File: src/rtl/ddr4_phy_pkg.sv
// Shared types and constants for the DDRPHY lane sequencers.
// Holds the sequencer state encodings, IOD nibble values and default JEDEC cycle counts.
package ddr4_phy_pkg;

    typedef enum logic [2:0] {
        ST_IDLE,
        ST_DLY_LOAD,
        ST_DLY_MOVE,
        ST_DLY_GAP,
        ST_RST_HOLD,
        ST_RST_REL,
        ST_CKE_ON
    } seq_state_t;

    typedef enum logic [1:0] {
        DS_IDLE,
        DS_LOAD,
        DS_MOVE,
        DS_GAP
    } dly_state_t;

    localparam logic [3:0] TX_NIBBLE_LOW   = 4'b0000;
    localparam logic [3:0] TX_NIBBLE_HIGH  = 4'b1111;
    localparam logic [3:0] OE_NIBBLE_DRIVE = 4'b1111;

    // 200 us and 500 us at a 200 MHz fabric clock.
    localparam int T_RESET_CYC_DEFAULT = 40000;
    localparam int T_CKE_CYC_DEFAULT   = 100000;
    localparam int DLY_W_DEFAULT       = 8;
    localparam int CNT_W_DEFAULT       = 17;

    function automatic logic [3:0] tx_nibble(input logic release_pin);
        return release_pin ? TX_NIBBLE_HIGH : TX_NIBBLE_LOW;
    endfunction

endpackage

File: src/rtl/dly_line_stepper.sv
// Delay-line LOAD/MOVE/GAP handshake: one LOAD, then MOVE pulses two cycles apart until the
// tap target is reached or the IOD reports out-of-range. Shared with the DQ/DQS lanes.
module dly_line_stepper
    import ddr4_phy_pkg::*;
#(
    parameter int DLY_W = DLY_W_DEFAULT
) (
    input  logic             i_clk,
    input  logic             i_rst,
    input  logic             i_start,
    input  logic [DLY_W-1:0] i_target,
    input  logic             i_dir,
    input  logic             i_out_of_range,
    output logic             o_load,
    output logic             o_move,
    output logic             o_dir,
    output logic             o_err,
    output logic             o_done
);

    dly_state_t       r_state;
    logic [DLY_W-1:0] r_target;
    logic [DLY_W-1:0] r_tap;
    logic             r_load;
    logic             r_move;
    logic             r_dir;
    logic             r_err;
    logic             w_done;

    // Combinational so the caller leaves its delay phase in the same cycle as this block.
    assign w_done = ((r_state == DS_LOAD) && (r_target == '0)) ||
                    ((r_state == DS_GAP) && (i_out_of_range || (r_tap == r_target)));

    always_ff @(posedge i_clk or posedge i_rst) begin
        if (i_rst) begin
            r_state  <= DS_IDLE;
            r_target <= '0;
            r_tap    <= '0;
            r_load   <= 1'b0;
            r_move   <= 1'b0;
            r_dir    <= 1'b0;
            r_err    <= 1'b0;
        end else begin
            r_load <= 1'b0;
            r_move <= 1'b0;
            case (r_state)
                DS_IDLE: begin
                    r_state <= DS_IDLE;
                end
                DS_LOAD: begin
                    if (r_target == '0) begin
                        r_state <= DS_IDLE;
                    end else begin
                        r_state <= DS_MOVE;
                        r_move  <= 1'b1;
                    end
                end
                DS_MOVE: begin
                    r_tap   <= r_tap + DLY_W'(1);
                    r_state <= DS_GAP;
                end
                DS_GAP: begin
                    if (i_out_of_range) begin
                        r_err   <= 1'b1;
                        r_state <= DS_IDLE;
                    end else if (r_tap == r_target) begin
                        r_state <= DS_IDLE;
                    end else begin
                        r_state <= DS_MOVE;
                        r_move  <= 1'b1;
                    end
                end
                default: begin
                    r_state <= DS_IDLE;
                end
            endcase
            // A start restarts the handshake from any state; the caller gates it.
            if (i_start) begin
                r_state  <= DS_LOAD;
                r_load   <= 1'b1;
                r_move   <= 1'b0;
                r_target <= i_target;
                r_dir    <= i_dir;
                r_err    <= 1'b0;
                r_tap    <= '0;
            end
        end
    end

    assign o_load = r_load;
    assign o_move = r_move;
    assign o_dir  = r_dir;
    assign o_err  = r_err;
    assign o_done = w_done;

endmodule

File: src/rtl/ddr4_reset_n_seq_ctrl.sv
// DDR4 RESET_N power-up sequencer: delay-line setup, RESET_N low for tRESET, release,
// then CKE_EN after tRESET_CKE. RESET_N is never tristated and all TX bits switch together.
module ddr4_reset_n_seq_ctrl
    import ddr4_phy_pkg::*;
#(
    parameter int T_RESET_CYC = T_RESET_CYC_DEFAULT,
    parameter int T_CKE_CYC   = T_CKE_CYC_DEFAULT,
    parameter int DLY_W       = DLY_W_DEFAULT,
    parameter int CNT_W       = CNT_W_DEFAULT
) (
    input  logic             FAB_CLK,
    input  logic             ARST,
    input  logic             START,
    input  logic [DLY_W-1:0] DLY_TARGET,
    input  logic             DLY_DIR,
    output logic [3:0]       TX_DATA_0,
    output logic [3:0]       OE_DATA_0,
    output logic             ODT_EN_0,
    output logic             DELAY_LINE_LOAD_0,
    output logic             DELAY_LINE_MOVE_0,
    output logic             DELAY_LINE_DIRECTION_0,
    input  logic             DELAY_LINE_OUT_OF_RANGE_0,
    output logic             CKE_EN,
    output logic             BUSY,
    output logic             DONE,
    output logic             DLY_ERR
);

    localparam logic [CNT_W-1:0] HOLD_LAST = CNT_W'(T_RESET_CYC - 1);
    localparam logic [CNT_W-1:0] CKE_LAST  = CNT_W'(T_CKE_CYC - 1);

    seq_state_t       r_state;
    logic [CNT_W-1:0] r_cnt;
    logic             r_tx_release;
    logic             r_cke_en;
    logic             r_busy;
    logic             r_done;
    logic             w_accept;
    logic             w_step_done;

    assign w_accept = START && ((r_state == ST_IDLE) || (r_state == ST_CKE_ON));

    dly_line_stepper #(
        .DLY_W (DLY_W)
    ) u_stepper (
        .i_clk          (FAB_CLK),
        .i_rst          (ARST),
        .i_start        (w_accept),
        .i_target       (DLY_TARGET),
        .i_dir          (DLY_DIR),
        .i_out_of_range (DELAY_LINE_OUT_OF_RANGE_0),
        .o_load         (DELAY_LINE_LOAD_0),
        .o_move         (DELAY_LINE_MOVE_0),
        .o_dir          (DELAY_LINE_DIRECTION_0),
        .o_err          (DLY_ERR),
        .o_done         (w_step_done)
    );

    always_ff @(posedge FAB_CLK or posedge ARST) begin
        if (ARST) begin
            r_state      <= ST_IDLE;
            r_cnt        <= '0;
            r_tx_release <= 1'b0;
            r_cke_en     <= 1'b0;
            r_busy       <= 1'b0;
            r_done       <= 1'b0;
        end else begin
            case (r_state)
                ST_IDLE, ST_CKE_ON: begin
                    if (w_accept) begin
                        // Restart from CKE_ON is a full re-reset: RESET_N goes low again.
                        r_state      <= ST_DLY_LOAD;
                        r_cnt        <= '0;
                        r_tx_release <= 1'b0;
                        r_cke_en     <= 1'b0;
                        r_done       <= 1'b0;
                        r_busy       <= 1'b1;
                    end
                end
                // The delay states shadow the stepper, which owns LOAD/MOVE timing.
                ST_DLY_LOAD: begin
                    r_cnt   <= '0;
                    r_state <= w_step_done ? ST_RST_HOLD : ST_DLY_MOVE;
                end
                ST_DLY_MOVE: begin
                    r_state <= ST_DLY_GAP;
                end
                ST_DLY_GAP: begin
                    r_cnt   <= '0;
                    r_state <= w_step_done ? ST_RST_HOLD : ST_DLY_MOVE;
                end
                ST_RST_HOLD: begin
                    if (r_cnt == HOLD_LAST) begin
                        r_state      <= ST_RST_REL;
                        r_cnt        <= '0;
                        r_tx_release <= 1'b1;
                    end else begin
                        r_cnt <= r_cnt + CNT_W'(1);
                    end
                end
                ST_RST_REL: begin
                    if (r_cnt == CKE_LAST) begin
                        r_state  <= ST_CKE_ON;
                        r_cnt    <= '0;
                        r_cke_en <= 1'b1;
                        r_done   <= 1'b1;
                        r_busy   <= 1'b0;
                    end else begin
                        r_cnt <= r_cnt + CNT_W'(1);
                    end
                end
                default: begin
                    r_state      <= ST_IDLE;
                    r_cnt        <= '0;
                    r_tx_release <= 1'b0;
                    r_cke_en     <= 1'b0;
                    r_busy       <= 1'b0;
                    r_done       <= 1'b0;
                end
            endcase
        end
    end

    assign TX_DATA_0 = tx_nibble(r_tx_release);
    assign OE_DATA_0 = OE_NIBBLE_DRIVE;
    assign ODT_EN_0  = 1'b0;
    assign CKE_EN    = r_cke_en;
    assign BUSY      = r_busy;
    assign DONE      = r_done;

endmodule

File: config.mk
export PLATFORM = sky130hd
export DESIGN_NAME = ddr4_reset_n_seq_ctrl
export DESIGN_NICKNAME = d
export VERILOG_FILES = /design/src/rtl/ddr4_phy_pkg.sv /design/src/rtl/dly_line_stepper.sv /design/src/rtl/ddr4_reset_n_seq_ctrl.sv
export SDC_FILE = /design/constraint.sdc
export NUM_CORES = 1
export LEC_CHECK = 0
export BUFFER_PORTS_ARGS = -buffer_cell sky130_fd_sc_hd__buf_2
export CAP_MARGIN = 20
export CORE_ASPECT_RATIO = 0.8
export CORE_MARGIN = 5
export CORE_UTILIZATION = 42
export CTS_CLUSTER_SIZE = 28
export DETAILED_ROUTE_END_ITERATION = 10
export GPL_ROUTABILITY_DRIVEN = 0
export PLACE_DENSITY = 0.71
export SYNTH_ARGS = -nofsm -noshare
export SYNTH_HDL_FRONTEND = slang
export SYNTH_HIERARCHICAL = 1
export SYNTH_SLANG_ARGS = --single-unit
File: constraint.sdc
create_clock -name FAB_CLK -period 1.8 [get_ports FAB_CLK]
set_input_delay 0.18 -clock FAB_CLK [delete_from_list [all_inputs] [get_ports FAB_CLK]]
set_output_delay 0.18 -clock FAB_CLK [all_outputs]
set_load 0.02 [all_outputs]
== Yosys cells after proc, flatten, opt, wreduce, memory -nomap -nowiden ==
Index checks and enable logic that the tools add are counted.

* Bits in registers: 45
* Input bits: 13
* Logic and storage cells: 87
* Output and inout bits: 16

* Multiplexer cells: 34
* Equal/unequal tests: 15
* Bitwise gates (word level): 3
* Add/subtract/negate cells: 2
* Reduce and logical (&&, ||, !) cells: 21

{| class="wikitable"
|+ Operators with widths
! kind !! count
|-
| $pmux W17 S4 || 1
|-
| $mux W17 || 3
|-
| $add A17 B1 Y17 const B || 1
|-
| $eq A17 B16 Y1 const B || 1
|-
| $eq A17 B17 Y1 const B || 1
|-
| $mux W8 || 2
|-
| $pmux W3 S5 || 1
|-
| $mux W1 || 13
|-
| $mux W3 || 4
|-
| $eq A3 B3 Y1 const B || 3
|-
| $pmux W1 S3 || 3
|-
| $reduce_and A3 Y1 || 3
|-
| $add A8 B1 Y8 const B || 1
|-
| $eq A8 B8 Y1 || 1
|-
| $logic_not A8 Y1 || 1
|-
| $mux W2 || 4
|-
| $pmux W2 S4 || 1
|-
| $reduce_or A4 Y1 || 2
|-
| $eq A3 B2 Y1 const B || 2
|-
| $reduce_bool A2 Y1 || 3
|-
| $eq A2 B2 Y1 const B || 2
|-
| $mux W4 || 1
|-
| $ne A2 B2 Y1 const B || 2
|-
| $reduce_and A2 Y1 || 2
|-
| 10 further kinds || 17
|}

== Logic depth before layout (Yosys ltp) ==
Gate-level depths: netlist of the first run.

* Depth after elaboration: 6
* Mapped depth: 8
* Gate-level depth less buffers: 8

== Modules after synthesis ==
Netlist of the first run, hierarchy kept.

{| class="wikitable"
|+ By module, submodules not included
! module !! area each (µm²) !! cells an instance !! instances !! seq. area each (µm²)
|-
| ddr4_reset_n_seq_ctrl || 1,485.2 || 173 || 1 || 575.6
|-
| dly_line_stepper || 1,012.2 || 85 || 1 || 550.5
|}

== Worst setup path after synthesis of the first run ==
OpenSTA, ideal clock, no wires.

* Kind: register -> register
* Start point: reg, netlist name r_state[2]
* End point: reg u_stepper.r_dir (netlist: u_stepper/o_dir)
* Setup slack: -0.134 ns
* Required time: 1.675 ns
* Period minus slack after synthesis: 1.934 ns
* Stages on the path, launching flop included: 6
* Data arrival time: 1.809 ns
* Path buffers: 2
* Setup time: 0.125 ns
* Cell sequence: dfrtp_1 -> buf_2 -> and2b_1 -> nor4b_1 -> buf_2 -> mux2_2

{| class="wikitable"
|+ RTL lines
! what !! RTL line !! text
|-
| end signal, assigned || dly_line_stepper.sv:83 || <nowiki>r_dir <= i_dir;</nowiki>
|-
| end, declared || dly_line_stepper.sv:26 || <nowiki>logic r_dir;</nowiki>
|}

== Worst setup path in the final report of the first run ==
* Start point: reg r_cnt[1]
* End point: reg r_cnt[9]

* Cells in the longest elaborated chain, start to end: 3
* Elaborated cells between the ends (all ways): 6
* Those cells by class: 1 x add/sub; 2 x eq/ne; 3 x mux

{| class="wikitable"
|+ Ends and longest elaborated chain
! what !! RTL line !! text
|-
| start, declared || ddr4_reset_n_seq_ctrl.sv:33 || <nowiki>logic [CNT_W-1:0] r_cnt;</nowiki>
|-
| start signal, assigned || ddr4_reset_n_seq_ctrl.sv:98 || <nowiki>r_cnt <= r_cnt + CNT_W'(1);</nowiki>
|-
| start signal, assigned || ddr4_reset_n_seq_ctrl.sv:109 || <nowiki>r_cnt <= r_cnt + CNT_W'(1);</nowiki>
|-
| $add A17 B1 Y17 (tied with other cells) || ddr4_reset_n_seq_ctrl.sv:98, ddr4_reset_n_seq_ctrl.sv:109 ||
|-
| $mux W17 (on tied branches) || ddr4_reset_n_seq_ctrl.sv:102, ddr4_reset_n_seq_ctrl.sv:93 ||
|-
| $pmux W17 S4 * || ddr4_reset_n_seq_ctrl.sv:68 || <nowiki>case (r_state)</nowiki>
|}

Every way passes the cells marked *; elsewhere a longest branch is shown, timed or not.
A chain may end at the register's enable or synchronous reset.

==> results of run 1 <==
## path summary, 6_finish.rpt
| check | endpoint | slack, ns |
|---|---|---|
| max reg2reg | r_cnt[9]$_DFFE_PP0P_ | -0.02 |
| min | u_stepper/r_target[4]$_DFFE_PP0P_ | 0.11 |
| min reg2reg | u_stepper/o_dir$_DFFE_PP0P_ | 0.51 |
| min in group asynchronous | u_stepper/r_target[3]$_DFFE_PP0P_ | 0.43 |
| max | r_cnt[9]$_DFFE_PP0P_ | -0.02 |
| max in group asynchronous | u_stepper/r_tap[0]$_DFFE_PP0P_ | 0.86 |
## per-stage QoR
step                      hold slack (ns)  cells
after floorplan                     0.169    261
after global placement              0.206    380
after detailed placement            0.219    380
after CTS                          0.0981    390
after global routing               0.0991    396
final                               0.106    396
## layout make-up
type / count / area share, %
Clock buffer: 6 / 2.66
Sequential cell: 45 / 36.2
Inverter: 5 / 0.604
Timing Repair Buffer: 65 / 14.6
Multi-Input combinational cell: 192 / 42.3
Clock inverter: 2 / 0.443
Tap cell: 81 / 3.26
## cell usage in the layout, fill, tap and decap left out, types with 3 or more instances in the layout
| master | netlist | final |
|---|---|---|
| dfrtp_1 | 45 | 45 |
| buf_4 | 10 | 38 |
| nand2_1 | 28 | 28 |
| nor2_1 | 23 | 23 |
| buf_2 | 4 | 23 |
| a21oi_1 | 12 | 12 |
| xnor2_1 | 10 | 10 |
| o21ai_0 | 12 | 9 |
| xor2_1 | 9 | 9 |
| mux2_2 | 9 | 9 |
| nand4_1 | 8 | 8 |
| nand3_1 | 6 | 6 |
| o21ai_1 | 4 | 6 |
| clkbuf_8 | 0 | 6 |
| inv_1 | 5 | 5 |
| conb_1 | 2 | 5 |
| nor2b_1 | 4 | 4 |
| o211ai_1 | 4 | 4 |
| and3_1 | 4 | 4 |
| and2_1 | 4 | 3 |
| nand2b_1 | 3 | 3 |
| and4_1 | 3 | 3 |
| o22ai_2 | 0 | 3 |
| or3_1 | 3 | 3 |
## metal layers
layer | track usage (%) | up-vias | wire, um
li1 | - | 1007 | -
met1 | 22.2 | 963 | 2610
met2 | 22.4 | 43 | 2510
met3 | 3.79 | 5 | 325
met4 | 5.11 | 0 | 32
met5 | 0 | - | 0
## cell usage after synthesis (2+ instances only)
library cell  instances  share of area, %
dfrtp_1              45                45
nand2_1              28               4.2
nor2_1               23               3.5
a21oi_1              12               2.4
o21ai_0              12               2.4
buf_4                10               3.0
xnor2_1              10               3.5
mux2_2                9               4.1
xor2_1                9               3.2
nand4_1               8               2.0
nand3_1               6               1.2
inv_1                 5              0.75
and2_1                4               1.0
and3_1                4               1.0
buf_2                 4              0.80
nor2b_1               4               1.0
nor4_1                4               1.0
o211ai_1              4               1.2
o21ai_1               4              0.80
o22ai_1               4               1.0
and4_1                3               1.1
buf_6                 3               1.4
nand2b_1              3              0.75
nor3_1                3              0.60
or3_1                 3              0.75
a31oi_1               2              0.50
and2b_1               2              0.60
conb_1                2              0.30
ha_1                  2               1.0
nand2_2               2              0.50
nor4b_1               2              0.70
o2111ai_1             2              0.70
or2_2                 2              0.50
## repair_timing
item,in CTS,in global routing
hold endpoints to repair,34,0
setup buffers,1,6
pin swaps,4,15
resized for setup,4,14
endpoints found under the setup margin,15,18
hold buffers,1,0
## power by group
part | switching, W | total, W | internal, W
clock | 0.000357 | 0.000668 | 0.000312
combinational | 0.000659 | 0.00130 | 0.000643
sequential | 0.000308 | 0.00159 | 0.00128
## logic make-up (layout without fill, tap and decap cells)
| kind of cell | after synthesis | count (layout) |
|---|---|---|
| other cells | 2 | 5 |
| buf+inv | 24 | 78 |
| fa+ha+maj | 3 | 3 |
| xor+xnor | 19 | 19 |
| flops | 45 | 45 |
| simple gates | 110 | 110 |
| compound gates | 45 | 45 |
| mux | 10 | 10 |
## critical path, stage by stage, from the launching register on
cell and delay [ns]:
dfrtp_1 0.36, ha_2 0.18, and4_4 0.26, nand2_4 0.06, o311a_4 0.43, nor3_4 0.32, nor2_1 0.09
## flip-flops by register name (all words and copies together) (netlist names)
register,flops
r_state,3
BUSY,1
u_stepper/o_move,1
u_stepper/r_state,2
DONE,1
u_stepper/r_tap,8
u_stepper/r_target,8
r_cnt,17
u_stepper/o_err,1
r_tx_release,1
u_stepper/o_dir,1
u_stepper/o_load,1
==> results.py, run 1 <==
metrics = {
    "power_and_ir_drop": {
        "leakage_nw": 1.48,
        "ir_drop_uv": 444,
        "power.density_nw_per_um2": 1140,
        "fin_total_pwr_w": 0.00356,
    },
    "sta": {
        "finalSetupViolations": 4,
        "min_period_ns": 1.82,
        "fin_ws_ns": -0.0168,
        "fmax_mhz": 550,
        "slew_viol_final": 0,
        "fin_crit_sh_pct": 101,
        "setup_tns_ns": -0.0338,
        "finalHoldViolCount": 0,
        "fin_skew_ns": 0.00696,
        "rsz0062_at_grt": "yes",
    },
    "finish": {
        "nets": 329,
        "syn2layout_area_growth_pct": 24.5,
        "drive_gt1_share_pct": 34.0,
        "multi_input_area_sq_um": 1310,
        "antennaDiodeCount": 0,
        "final_cell_area_sq_um": 3110,
        "regArea_sq_um": 1130,
        "finish.utilization_pct": 53.2,
        "n_fill_cell": 516,
    },
    "synth": {
        "synth-xor-area-share_pct": 6.66,
        "synth_compound_area_share_pct": 11.6,
        "synthesis.area_sq_um": 2500,
        "syn_inst": 258,
        "synth_edf_count": 0,
        "ys_warn_count": 6,
        "yosysSeqAreaShare_pct": 45.1,
        "ys_seq_elements": 45,
        "synthArstFlopShare_pct": 100,
        "avgSynthCellArea_sq_um": 9.68,
        "yosys_most_used_dff": "dfrtp_1",
        "ys_types": 51,
        "synth.area.mux_share_pct": 4.46,
        "synthAdderAreaFrac_pct": 1.40,
        "synth-simple-area-share_pct": 24.3,
        "synth_top_family_by_area": "simple AND/OR/NAND/NOR gates",
    },
    "clock_network": {
        "clk_path_buf_depth": 2,
        "cts_max_level": 2,
        "cts_tree": "yes",
        "numCtsBuffers": 5,
        "clkTransAtPathRegs_ns": 0.09,
        "clkLatencyLatePin_ns": 0.30,
        "root_buffer": "clkbuf_8",
        "clkSinkCount": 45,
    },
    "global_routing": {
        "grt_pass1_vias": 1924,
        "grt_start_max_net_pins": 24,
        "antenna_found_initial": 0,
        "grt_pass1_wl_um": 9090,
        "grt_util_all_layers_pct": 15.4,
        "overflow": 0,
    },
    "drt": {
        "viasPerCell": 5.10,
        "firstDrtPassIters": 4,
        "wirelength_um": 5480,
        "num_vias": 2018,
        "avgRoutedWirePerCell_um": 13.8,
        "drcViolationCount": 0,
        "drtIter0Drc": 122,
        "ant_nets": 0,
    },
    "run_status": {
        "status": "finished, violations left",
        "violations": "negative setup slack",
    },
    "setup_path": {
        "r2r-start": "r_cnt[1]$_DFFE_PP0P_",
        "crit_start": "r_cnt[1]$_DFFE_PP0P_",
        "crit_arrival_ns": 2.00,
        "worstRegToRegCells": 6,
        "startpoint_type": "register",
        "cp-end-kind": "register",
        "critPathMaxFanout": 7,
        "cp.required_ns": 1.99,
        "worstSetupPathType": "reg2reg",
    },
    "die": {
        "start_util_pct": 42.7,
        "io_pins": 29,
        "die_y_um": 79.0,
        "die_width_um": 96.2,
        "core-area_sq_um": 5850,
        "row_count": 25,
        "die_area_sq_um": 7600,
    },
    "place": {
        "placed_area_sq_um": 2870,
        "dp_slack_ns": -0.0493,
        "dp_hpwl_um": 3910,
        "portBuffers": 23,
    },
    "flow_run": {
        "drv_cap": 0,
    },
    "worst_hold_path": {
        "holdCritStartpoint": "DLY_TARGET[4]",
        "hold_depth": 2,
        "hp-class": "in2reg",
    },
}
(Power assumes the default switching activity.)
==> run 2: changes to the inputs <==
- GPL_TIMING_DRIVEN: default -> 0
==> results.py, run 2 (synthesis gave the netlist of run 1 again) <==
metrics = {
    "finish": {
        "nets": 316,
        "final_common_cell": "dfrtp_1",
        "antennaDiodeCount": 0,
        "top_regs": "r_cnt: 17 flops, u_stepper/r_tap: 8 flops, u_stepper/r_target: 8 flops",
        "multi_input_area_sq_um": 1380,
        "largest_reg_flops": 17,
        "n_fill_cell": 523,
        "top_register": "r_cnt",
        "regArea_sq_um": 1130,
        "syn2layout_area_growth_pct": 23.9,
        "drive_gt1_share_pct": 33.8,
        "final_cell_area_sq_um": 3100,
        "final_cell_mix": "dfrtp_1 (38), nand2_1 (28), buf_2 (24)",
    },
    "sta": {
        "min_period_ns": 1.85,
        "finalHoldViolCount": 0,
        "slew_headroom_pct": 39.2,
        "fin_skew_ns": 0.0103,
        "fin_ws_ns": -0.0476,
        "fmax_mhz": 541,
        "rsz0062_at_grt": "yes",
        "finalSetupViolations": 12,
        "slew_viol_final": 0,
        "worstMarginPinSlew_ns": 0.911,
        "fin_crit_sh_pct": 103,
    },
    "run_status": {
        "violations": "negative setup slack",
        "status": "finished, violations left",
    },
    "setup_path": {
        "critPathMaxFanout": 10,
        "crit_arrival_ns": 2.02,
        "startpoint_type": "register",
        "cp.required_ns": 1.97,
        "worstSetupPathType": "reg2reg",
        "cp-end-kind": "register",
        "reg2reg_setup_slack_ns": -0.05,
    },
    "place": {
        "dp_slack_ns": -0.251,
        "placed_area_sq_um": 2730,
        "portBuffers": 23,
        "dp_hpwl_um": 3610,
    },
    "drt": {
        "ant_nets": 0,
        "avgRoutedWirePerCell_um": 13.8,
        "drcViolationCount": 0,
        "firstDrtPassIters": 4,
        "wirelength_um": 5290,
        "drtIter0Drc": 117,
        "viasPerCell": 5.17,
        "num_vias": 1979,
    },
    "die": {
        "io_pins": 29,
        "start_util_pct": 42.7,
        "die_area_sq_um": 7600,
        "die_y_um": 79.0,
        "core-area_sq_um": 5850,
        "die_width_um": 96.2,
        "row_count": 25,
    },
    "flow_run": {
        "drv_cap": 0,
    },
    "power_and_ir_drop": {
        "p_comb_share_pct": 37.2,
        "internal_power_w": 0.00235,
        "switching_share_pct": 36.7,
        "p_clk_share_pct": 20.2,
        "ir_drop_uv": 521,
        "netSwitchingPower_w": 0.00136,
        "fin_total_pwr_w": 0.00372,
        "leakage_nw": 1.41,
        "power.density_nw_per_um2": 1200,
        "pwr-share-seq_pct": 42.6,
    },
    "clock_network": {
        "clk_path_buf_depth": 2,
        "clkSinkCount": 45,
        "numCtsBuffers": 5,
        "clkLatencyLatePin_ns": 0.29,
        "root_buffer": "clkbuf_8",
        "cts_max_level": 2,
        "cts_tree": "yes",
        "clkTransAtPathRegs_ns": 0.09,
    },
    "global_routing": {
        "grt_pass1_vias": 1812,
        "grt_pass1_wl_um": 8690,
        "grt_start_max_net_pins": 24,
        "grt_util_all_layers_pct": 14.6,
        "antenna_found_initial": 0,
        "overflow": 0,
    },
    "worst_hold_path": {
        "hp-class": "in2async",
    },
}
[run 2: cell types whose count changed in the layout (fill, tap and decap cells not counted), sizes merged]
cell	previous run	this run
bufinv	0	1
clkbuf	6	9
dlygate4sd3	1	0
clkinv	2	1
buf	64	49
[run 2: worst paths after layout]
check / from / to / cells after the start
setup reg to reg: r_cnt[1]$_DFFE_PP0P_ / r_cnt[8]$_DFFE_PP0P_ / 7
max in group asynchronous: ARST / r_cnt[11]$_DFFE_PP0P_ / 2
setup / recovery: r_cnt[1]$_DFFE_PP0P_ / r_cnt[8]$_DFFE_PP0P_ / 7
hold / removal: ARST / u_stepper/r_tap[1]$_DFFE_PP0P_ / 2
hold reg to reg: u_stepper/o_err$_DFFE_PP0P_ / u_stepper/o_err$_DFFE_PP0P_ / 2
min in group FAB_CLK: DLY_TARGET[6] / u_stepper/r_target[6]$_DFFE_PP0P_ / 2
[run 2: what timing repair did]
item	CTS	global route
setup buffers	4	6
setup endpoints to repair	37	40
pin swaps	11	8
gates resized for setup	19	19
hold buffers	0	0
[run 2: critical path, stage by stage (launching register included)]
cell and delay, ns:
dfrtp_1 0.42, ha_4 0.18, and4_4 0.27, nand2_4 0.07
o311a_4 0.34, buf_8 0.16, nor2_4 0.16, o211ai_1 0.11
[run 2: metal layers]
metal,vias to the layer above,GRT usage [%],share of wire [%]
met1,949,21.3,48
met3,6,3.13,4.6
met2,38,21.5,47
met5,-,0,0
met4,0,4.55,1.0
li1,986,-,-
[run 2: layout make-up]
| class | count | share of cell area [%] |
|---|---|---|
| flip-flops and latches | 45 | 36.7 |
| well taps | 81 | 3.27 |
| inverters | 5 | 0.606 |
| clock inverters | 2 | 1.25 |
| repair buffers | 33 | 6.14 |
| plain buffers | 19 | 5.05 |
| clock buffers | 6 | 2.34 |
| multi-input cells | 192 | 44.7 |
[run 2: power groups by stage]
| stage | Combinational, W | Sequential, W | Clock [W] |
|---|---|---|---|
| 2_1_floorplan | 0.000922 | 0.00156 | 0 |
| 3_3_place_gp | 0.00120 | 0.00155 | 0 |
| 3_5_place_dp | 0.00123 | 0.00156 | 0 |
| 4_1_cts | 0.00129 | 0.00155 | 0.000775 |
| 5_1_grt | 0.00153 | 0.00162 | 0.000814 |
| 6_report | 0.00138 | 0.00158 | 0.000751 |
[run 2: per-stage QoR]
| step | hold WS, ns | cells | setup TNS (ns) | utilization (%) |
|---|---|---|---|---|
| 2_1_floorplan | 0.169 | 261 | 0 | - |
| 3_3_place_gp | 0.401 | 365 | -6.55 | 46.7 |
| 3_5_place_dp | 0.405 | 365 | -6.89 | 46.7 |
| 4_1_cts | 0.0832 | 377 | 0 | 50.9 |
| 5_1_grt | 0.0981 | 383 | -1.55 | 52.9 |
| 6_report | 0.0633 | 383 | -0.286 | 52.9 |
==> run 3: changes to the inputs <==
- CELL_PAD_IN_SITES_DETAIL_PLACEMENT: default -> 1
- CELL_PAD_IN_SITES_GLOBAL_PLACEMENT: default -> 1
- CORE_UTILIZATION: 42 -> 41
- PLACE_DENSITY: 0.71 -> 0.84
==> results.py, run 3 (synthesis gave the netlist of run 1 again) <==
metrics = {
    "global_routing": {
        "grt_pass1_vias": 2378,
        "grt.met3_usage_pct": 4.28,
        "met2_usage_pct": 34.4,
        "antenna_found_initial": 0,
        "grt_util_all_layers_pct": 20.7,
        "met1_usage_pct": 25.4,
        "grt_pass1_wl_um": 12500,
        "overflow": 0,
        "grt_start_max_net_pins": 24,
        "busiest_layer": "met2",
    },
    "power_and_ir_drop": {
        "netSwitchingPower_w": 0.00172,
        "fin_total_pwr_w": 0.00415,
        "ir_drop_uv": 505,
        "power.density_nw_per_um2": 1240,
        "internal_power_w": 0.00243,
        "p_clk_share_pct": 19.9,
        "pwr-share-seq_pct": 40.9,
        "p_comb_share_pct": 39.2,
        "leakage_nw": 1.54,
        "switching_share_pct": 41.5,
    },
    "finish": {
        "n_fill_cell": 658,
        "drive_gt1_share_pct": 41.7,
        "antennaDiodeCount": 0,
        "nets": 333,
        "top_regs": "r_cnt: 17 flops, u_stepper/r_tap: 8 flops, u_stepper/r_target: 8 flops",
        "final_cell_mix": "dfrtp_1 (35), buf_4 (35), nand2_1 (28)",
        "syn2layout_area_growth_pct": 33.8,
        "largest_reg_flops": 17,
        "top_register": "r_cnt",
    },
    "worst_hold_path": {
        "holdCritStartpoint": "DLY_TARGET[3]",
        "hp-class": "in2reg",
        "hold_depth": 2,
    },
    "sta": {
        "fmax_mhz": 496,
        "worstMarginPinSlew_ns": 0.827,
        "setup_tns_ns": -1.76,
        "slew_headroom_pct": 44.8,
        "rsz0062_at_grt": "yes",
        "fin_ws_ns": -0.215,
        "finalSetupViolations": 19,
        "finalHoldViolCount": 0,
        "min_period_ns": 2.01,
        "fin_crit_sh_pct": 112,
        "fin_skew_ns": 0.00769,
        "whs_ns": 0.0860,
        "slew_viol_final": 0,
    },
    "drt": {
        "num_vias": 2339,
        "wirelength_um": 9130,
        "firstDrtPassIters": 4,
        "drcViolationCount": 0,
        "avgRoutedWirePerCell_um": 22.8,
        "ant_nets": 0,
        "viasPerCell": 5.85,
        "drtIter0Drc": 132,
    },
    "clock_network": {
        "clk_path_buf_depth": 2,
        "root_buffer": "clkbuf_8",
        "numCtsBuffers": 5,
        "clkLatencyLatePin_ns": 0.32,
        "cts_tree": "yes",
        "clkSinkCount": 45,
        "clkTransAtPathRegs_ns": 0.10,
        "cts_max_level": 2,
    },
    "die": {
        "io_pins": 29,
        "die_area_sq_um": 7760,
        "core-area_sq_um": 5910,
        "die_width_um": 97.3,
        "die_y_um": 79.8,
        "row_count": 25,
        "start_util_pct": 42.2,
    },
    "setup_path": {
        "crit_arrival_ns": 2.21,
        "critPathMaxFanout": 5,
        "cp.required_ns": 1.99,
        "cp-end-kind": "register",
        "crit_start": "r_cnt[16]$_DFFE_PP0P_",
        "worstRegToRegCells": 6,
        "worstSetupPathType": "reg2reg",
        "r2r-start": "r_cnt[16]$_DFFE_PP0P_",
        "startpoint_type": "register",
    },
    "run_status": {
        "status": "finished, violations left",
        "violations": "negative setup slack",
    },
    "flow_run": {
        "drv_cap": 0,
    },
    "place": {
        "dp_hpwl_um": 4740,
        "portBuffers": 23,
    },
}
==> run 3: critical path: stages (launching register included) <==
cell	delay [ns]
dfrtp_1	0.43
nor4b_4	0.33
nand3_2	0.15
o311a_4	0.46
buf_12	0.16
nor3_2	0.24
a21oi_1	0.12
==> run 3: final cells by class <==
| cell class | instances | area (sq um) | area share [%] |
|---|---|---|---|
| Clock buffer | 5 | 68.8 | 2.06 |
| Clock inverter | 3 | 46.3 | 1.39 |
| Tap cell | 81 | 101 | 3.03 |
| Sequential cell | 45 | 1140 | 34.1 |
| Timing Repair Buffer | 53 | 388 | 11.6 |
| Inverter | 5 | 18.8 | 0.562 |
| Multi-Input combinational cell | 192 | 1440 | 43.0 |
| Buffer | 16 | 144 | 4.31 |
==> run 3: power by group through the flow <==
stage	Clock, W	Combinational, W	Sequential (W)
final	0.000825	0.00162	0.00170
after global routing	0.000883	0.00174	0.00174
after CTS	0.000804	0.00138	0.00157
after detailed placement	0	0.00129	0.00159
after global placement	0	0.00121	0.00156
after floorplan	0	0.000922	0.00156
==> run 3: stage by stage <==
step	utilization, %	std cells	cell area [sq um]	setup slack, ns
floorplan	-	261	2520	0.00468
CTS	51.3	384	3040	-0.0410
finish	56.5	400	3340	-0.215
global route	56.5	400	3340	-0.251
detailed placement	46.2	365	2730	-0.388
global placement	46.2	365	2730	-0.345
==> run 3: path summary, 6_finish.rpt <==
kind / endpoint / slack [ns]
hold reg to reg: u_stepper/o_err$_DFFE_PP0P_ / 0.53
setup reg to reg: r_cnt[0]$_DFFE_PP0P_ / -0.21
min in group asynchronous: r_cnt[7]$_DFFE_PP0P_ / 0.45
hold / removal: u_stepper/r_target[3]$_DFFE_PP0P_ / 0.09
setup / recovery: r_cnt[0]$_DFFE_PP0P_ / -0.21
max in group asynchronous: u_stepper/r_tap[3]$_DFFE_PP0P_ / 0.62
==> run 3: per-layer routing <==
metal / routed length, um / share of wire, % / up-vias
li1: - / - / 1013
met1: 3770 / 41 / 1192
met2: 4450 / 49 / 101
met3: 459 / 5.0 / 33
met4: 443 / 4.9 / 0
met5: 0 / 0 / -
==> run 3: timing repair <==
action | 4_1_cts | 5_1_grt
pin swaps | 11 | 24
hold buffers | 0 | 1
endpoints found under the setup margin | 40 | 40
buffers inserted | 11 | 15
gates resized for setup | 21 | 39
gates cloned | 0 | 2
endpoints found under the hold margin | 0 | 7
